<file path="config.mk">
export PLATFORM = sky130hd
export DESIGN_NAME = nibble_parity_tx
export DESIGN_NICKNAME = d
export VERILOG_FILES = /design/src/rtl/nibble_parity_pkg.sv /design/src/rtl/parity_generator.sv /design/src/rtl/nibble_parity_tx.sv
export SDC_FILE = /design/constraint.sdc
export NUM_CORES = 1
export LEC_CHECK = 0
export ABC_AREA = 1
export BUFFER_PORTS_ARGS = -buffer_cell sky130_fd_sc_hd__buf_2
export CAP_MARGIN = 40
export CORE_ASPECT_RATIO = 0.7
export CORE_MARGIN = 5
export CORE_UTILIZATION = 30
export DETAILED_ROUTE_END_ITERATION = 16
export HOLD_SLACK_MARGIN = 0.02
export PLACE_DENSITY_LB_ADDON = 0.15
export SLEW_MARGIN = 0
export SYNTH_ARGS = -nofsm -noshare
export SYNTH_HDL_FRONTEND = slang
export SYNTH_SLANG_ARGS = --single-unit
</file>
<file path="constraint.sdc">
create_clock -name clk -period 1.36 [get_ports clk]
set_clock_uncertainty 0.05 [all_clocks]
set_input_delay 0.068 -clock clk [delete_from_list [all_inputs] [get_ports clk]]
set_output_delay 0.068 -clock clk [all_outputs]
set_load 0.02 [all_outputs]
</file>
<file path="src/rtl/nibble_parity_pkg.sv">
// Shared types and constants for the nibble parity serial transmitter.
package nibble_parity_pkg;

  localparam int FRAME_BITS = 7;
  localparam int DATA_BITS  = 4;

  typedef enum logic [2:0] {
    IDLE,
    START,
    DATA,
    PARITY,
    STOP
  } state_t;

endpackage

</file>
<file path="src/rtl/parity_generator.sv">
// Even-parity (XOR reduction) of one data nibble.
module parity_generator
  import nibble_parity_pkg::*;
(
  input  logic [DATA_BITS-1:0] data,
  output logic                 parity
);

  assign parity = ^data;

endmodule

</file>
<file path="src/rtl/nibble_parity_tx.sv">
// Serial transmitter: start, 4 data bits LSB first, parity, stop; each bit CLKS_PER_BIT cycles.
// Define ODD_PARITY_EN to send odd parity instead of even parity.
module nibble_parity_tx
  import nibble_parity_pkg::*;
#(
  parameter int CLKS_PER_BIT = 4
) (
  input  logic                 clk,
  input  logic                 rst,
  input  logic [DATA_BITS-1:0] data_in,
  input  logic                 in_valid,
  output logic                 in_ready,
  output logic                 tx_out,
  output logic                 busy,
  output logic                 frame_done
);

  localparam int CNT_W = (CLKS_PER_BIT > 1) ? $clog2(CLKS_PER_BIT) : 1;
  localparam logic [CNT_W-1:0] CNT_LAST = CNT_W'(CLKS_PER_BIT - 1);
  localparam logic [1:0] IDX_LAST = 2'(DATA_BITS - 1);

  // Valid/ready: a nibble is accepted on a rising edge where in_valid && in_ready;
  // in_ready is high only in IDLE, and in_valid while busy is simply ignored.
  state_t               state;
  logic [CNT_W-1:0]     cnt;
  logic [1:0]           bit_idx;
  logic [DATA_BITS-1:0] data_q;
  logic                 xor_par;
  logic                 par_bit;
  logic                 bit_end;
  logic                 done_next;

  parity_generator u_parity (
    .data   (data_q),
    .parity (xor_par)
  );

`ifdef ODD_PARITY_EN
  assign par_bit = ~xor_par;
`else
  assign par_bit = xor_par;
`endif

  assign in_ready = (state == IDLE);
  assign busy     = (state != IDLE);
  assign bit_end  = (cnt == CNT_LAST);

  // frame_done is registered, so raise it on the edge that enters the last stop cycle.
  assign done_next = ((state == STOP) && (int'(cnt) == CLKS_PER_BIT - 2)) ||
                     ((state == PARITY) && bit_end && (CLKS_PER_BIT == 1));

  always_ff @(posedge clk or posedge rst) begin
    if (rst) begin
      state      <= IDLE;
      cnt        <= '0;
      bit_idx    <= '0;
      data_q     <= '0;
      tx_out     <= 1'b1;
      frame_done <= 1'b0;
    end else begin
      frame_done <= done_next;
      case (state)
        IDLE: begin
          tx_out <= 1'b1;
          if (in_valid && in_ready) begin
            data_q <= data_in;
            state  <= START;
            tx_out <= 1'b0;
            cnt    <= '0;
          end
        end
        START: begin
          if (bit_end) begin
            cnt     <= '0;
            bit_idx <= '0;
            state   <= DATA;
            tx_out  <= data_q[0];
          end else begin
            cnt <= cnt + 1'b1;
          end
        end
        DATA: begin
          if (bit_end) begin
            cnt <= '0;
            if (bit_idx == IDX_LAST) begin
              bit_idx <= '0;
              state   <= PARITY;
              tx_out  <= par_bit;
            end else begin
              bit_idx <= bit_idx + 2'd1;
              tx_out  <= data_q[bit_idx + 2'd1];
            end
          end else begin
            cnt <= cnt + 1'b1;
          end
        end
        PARITY: begin
          if (bit_end) begin
            cnt    <= '0;
            state  <= STOP;
            tx_out <= 1'b1;
          end else begin
            cnt <= cnt + 1'b1;
          end
        end
        STOP: begin
          if (bit_end) begin
            cnt    <= '0;
            state  <= IDLE;
            tx_out <= 1'b1;
          end else begin
            cnt <= cnt + 1'b1;
          end
        end
        default: begin
          state  <= IDLE;
          cnt    <= '0;
          tx_out <= 1'b1;
        end
      endcase
    end
  end

endmodule
</file>
* Word-level counts from Yosys, hierarchy flattened
Index checks and enable logic that the tools add are counted.
** Operators by class
- Equality and inequality tests :: 14
- Add/sub/neg operators :: 2
- Magnitude comparators :: 1
- Multiplexer cells :: 22
- Reduce and logical (&&, ||, !) cells :: 12
** Operators with widths (number)
- 3-bit two-way mux :: 6
- 3-bit one-hot mux with 5 select lines :: 1
- 2-bit two-way mux :: 5
- 2-bit != test (second input constant) :: 5
- 2-bit one-hot mux with 2 select lines :: 2
- 2-bit == test (second input constant) :: 3
- 3-bit by 2-bit == test with 1-bit output (second input constant) :: 2
- 1-bit two-way mux :: 6
- 3-bit AND reduction :: 2
- 6-bit AND reduction :: 1
- 2-bit by 1-bit adder with 2-bit output (second input constant) :: 2
- 2-bit by 1-bit != test with 1-bit output (second input constant) :: 2
- 1-bit one-hot mux with 4 select lines :: 1
- 4-bit OR reduction :: 1
- 4-bit parity :: 1
- 3-bit by 1-bit == test with 1-bit output (second input constant) :: 1
- 3-bit == test (second input constant) :: 1
- 3-bit logical NOT :: 1
- 2-bit by 3-bit < comparator with 1-bit output (second input constant) :: 1
- 3-bit nonzero test :: 1
- 1-bit binary-select mux with 2-bit select :: 1
- 1-bit logical AND :: 2
- 2-bit AND reduction :: 1
- 2-bit nonzero test :: 1
- 2-bit OR reduction :: 1
** Storage, ports and cells
- Input bits :: 7
- Output and inout bits :: 4
- Word-level logic and storage cells :: 57
- Register bits :: 13

* Logic depth before layout (Yosys ltp)
- Word-level depth :: 6
- Depth in mapped cells :: 8
- Mapped depth without buffers :: 8

* By module
From an unflattened synthesis, not the netlist that was laid out.
** Unflattened totals
- Cell total of the unflattened synthesis :: 107
- Area total of the unflattened synthesis :: 800.8 um^2
** Modules (own cells, without submodules)
- nibble_parity_tx :: seq. area each 326.6 um^2, times used 1, area an instance 726.9 um^2, cells each 88
- parity_generator :: seq. area each 0.0 um^2, times used 1, area an instance 73.8 um^2, cells each 19

* Worst setup path before layout
Ideal clock, no wire load.
- Path type :: register -> register
- From :: register state[0]
- To :: register data_q[0]
- Slack :: 0.109 ns
- Required time :: 1.187 ns
- Arrival time :: 1.078 ns
- Clock period less this slack :: 1.251 ns
- Path buffers :: 1
- Cell stages (with the launch flop) :: 8
- Library setup time :: 0.123 ns
- Cell sequence :: dfrtp_1 > buf_6 > nor2_4 > inv_1 > nor2_4 > nand2_2 > nor2_1 > a21oi_1
** On the way
- Cells in the longest elaborated chain, start to end :: 3
** Ends and longest elaborated chain
- start, declared :: line nibble_parity_tx.sv:24 : state_t state;
- start signal, assigned :: line nibble_parity_tx.sv:54 : state <= IDLE;
- start signal, assigned :: line nibble_parity_tx.sv:67 : state <= START;
- start signal, assigned :: line nibble_parity_tx.sv:76 : state <= DATA;
- 3-bit logical NOT (*) :: line nibble_parity_tx.sv:44 : assign in_ready = (state == IDLE);
- named net in_ready :: line nibble_parity_tx.sv:12 : output logic in_ready,
- 1-bit logical AND :: line nibble_parity_tx.sv:65 : if (in_valid && in_ready) begin
- 2-bit AND reduction (no source line) (*)
- end signal, assigned :: line nibble_parity_tx.sv:66 : data_q <= data_in;
- end, declared :: line nibble_parity_tx.sv:27 : logic [DATA_BITS-1:0] data_q;
The timed path passes the listed nets; every way through them passes the cells marked *.
A chain may end at the register's enable or synchronous reset.

* Final worst setup path
- From :: register state[0]
- To :: output busy
** On the way
- Cells in the longest elaborated chain, start to end :: 1
** Ends and longest elaborated chain
- 3-bit nonzero test :: line nibble_parity_tx.sv:45 : assign busy = (state != IDLE);
- end, declared :: line nibble_parity_tx.sv:14 : output logic busy,
Every way passes these cells.

==> metrics.txt <==
Clock Root Buffer=clkbuf_8; CTS sink count=13; Die X=71.6 um; vias in the first global route=608; First-pass DRT Iterations=4; Max-Cap Viols=0; Post-Syn Area=796 um^2; initial antenna violation count=0; Placer Congestion=0.810; Routed wire per std cell=10.3 um; Ys Warns=0; CTS tree=built; RSZ-0062 raised after global routing=yes; wl on met1=927 um; Worst EP required=1240 ps; Die Ht=53.1 um; EDFF count, synth=0; share of flip-flops with an asynchronous set or reset after synthesis=100%; synthesized flop and latch total=13; Worst Hold Class=input pin to flip-flop; Synth top area share=37.7%; sequential fraction of the synthesis area=41.0%; vias per cell=4.40; Syn Nets=116; top cells by area, synth=dfrtp_1 38%, nand2_1 12%, inv_1 9.0%, ha_1 4.7%, nor2_1 4.7%; H-tree depth=1; Syn-to-layout area delta=24.8%; Remaining Overflow, GRT=0; Tcrit/Tclk final=96.7%; Post-synth top cells=26 x nand2_1, 19 x inv_1, 12 x dfrtp_1; Pleak=0.520 nW; Setup Crit Path Kind=flip-flop to output port; antenna-violating nets left=0; clk_lat worst skew=240 ps; final instance area=993 um^2; DR iter-0 viols=41; first-pass GRT wire length=2730 um; Cell Rows=15; Final min period=1320 ps; actual slew at the worst max-slew pin=527 ps; Total GRT Usage=9.72%; I/O Pins=11; Slew Limit Fails=0; largest net degree at the start of global routing=14; met2 routed WL=608 um; final hold vios=0; Core Util, Final=39.8%; HPWL Detailed=1270 um; Area after DPL=881 um^2; # port buffers=10; Highest Clock Rate=0.760 GHz; Post-synth top flop=dfrtp_1; Inserted Clock Buffers=3; met3 WL=85 um; fin nets=136; area of the core=0.00250 mm^2; PD cells=2620 mW/mm^2; Initial Utilization=31.9%; most frequent cell after synthesis=nand2_1; Worst-path clk slew=50 ps; CP arrival=1200 ps; PnR Total Power=2.60 mW; CP startpoint kind=flip-flop; Crit Path Max Fanout=4; top layer used by detailed routing=met4; cells after synthesis=106; vias after detailed routing=699; Slew HR=64.8%; status=finished, final reports clean; top cell type by total area after synthesis=dfrtp_1; Netlist cell types=21; Longest Clk Path Bufs=2; share of cells above drive strength 1=28.8%; worst IR drop on VDD=0.000878 V; Antenna Cells=0; Worst setup EP type=output port; Synth Area per Inst=7.51 um^2; WL final=1650 um; setup violators final=0; Die ar.=0.00380 mm^2; number of remaining DRC errors=0
[final cells by class]
| type | instances | area, um^2 |
|---|---|---|
| inverters | 20 | 75.1 |
| well taps | 34 | 42.5 |
| fillers | 247 | 1500 |
| repair buffers | 17 | 126 |
| clock buffers | 4 | 45.0 |
| multi-input cells | 71 | 377 |
| flip-flops and latches | 13 | 328 |
[path summary, 6_finish.rpt]
check                                      from               endpoint  slack [ps]  depth (start not counted)
min in group asynchronous                   rst  data_q[0]$_DFFE_PP0P_         360                          3
max reg2reg                state[0]$_DFFE_PP0P_   state[0]$_DFFE_PP0P_          70                          7
min                                  data_in[3]  data_q[3]$_DFFE_PP0P_          30                          3
min reg2reg                  tx_out$_DFFE_PP1P_     tx_out$_DFFE_PP1P_         470                          2
max in group asynchronous                   rst   state[0]$_DFFE_PP0P_         520                          3
max                        state[0]$_DFFE_PP0P_                   busy          40                          5
[cells in the final DEF, fill, tap and decap left out, types with 2 or more instances in the layout]
master and instances:
a21oi_1 5, nand2_2 4, nand3_1 7, clkbuf_8 3
nor2_1 10, o22ai_1 2, inv_1 15, dfrtp_1 11
nor2_4 2, o21ai_1 4, buf_4 6, nand2_1 26
buf_2 8, ha_1 3, inv_2 5
[per-stage QoR]
stage / setup WS (ps) / TNS [ps] / std cells / hold slack [ps]
2_1_floorplan: 109 / 0 / 106 / -106
3_3_place_gp: 79.4 / 0 / 150 / 95.9
3_5_place_dp: 76.7 / 0 / 150 / 99.2
4_1_cts: 13.7 / 0 / 155 / 23.3
5_1_grt: -47.2 / -180 / 159 / 43.9
6_report: 44.2 / 0 / 159 / 27.5
[flip-flops by register name, summed over array words and instances (netlist names)]
name,count
bit_idx,2
cnt,2
data_q,4
frame_done,1
state,3
tx_out,1
[what timing repair did]
| action | 4_1_cts | 5_1_grt |
|---|---|---|
| setup buffers | 0 | 4 |
| hold buffers | 1 | 0 |
| gates resized for setup | 1 | 10 |
| pin swaps | 0 | 4 |
| setup endpoints to repair | 2 | 7 |
| hold endpoints to repair | 12 | 0 |
[report_power, final]
group          internal, mW  leakage [nW]  switching, mW
clock                 0.207        0.0228          0.135
combinational         0.645         0.340          0.870
sequential            0.574         0.157          0.173
total                  1.43         0.520           1.18
[metal layers]
layer,track usage [%],vias to the layer above
met2,12.2,16
met3,3.61,2
li1,-,368
met5,0,-
met1,14.4,313
met4,3.75,0
[critical path, cell delays in order (launching register included)]
cell and delay, ps:
dfrtp_2 450, nor2_4 150, inv_2 60, nor2_4 130
inv_2 40, buf_6 120
[cell families after synthesis]
group / synth area share [%]
compound gates: 10.8
simple gates: 31.1
buf+inv: 12.3
fa+ha+maj: 4.72
flops: 41.0
No activity file was read; power rests on OpenSTA's default activity.
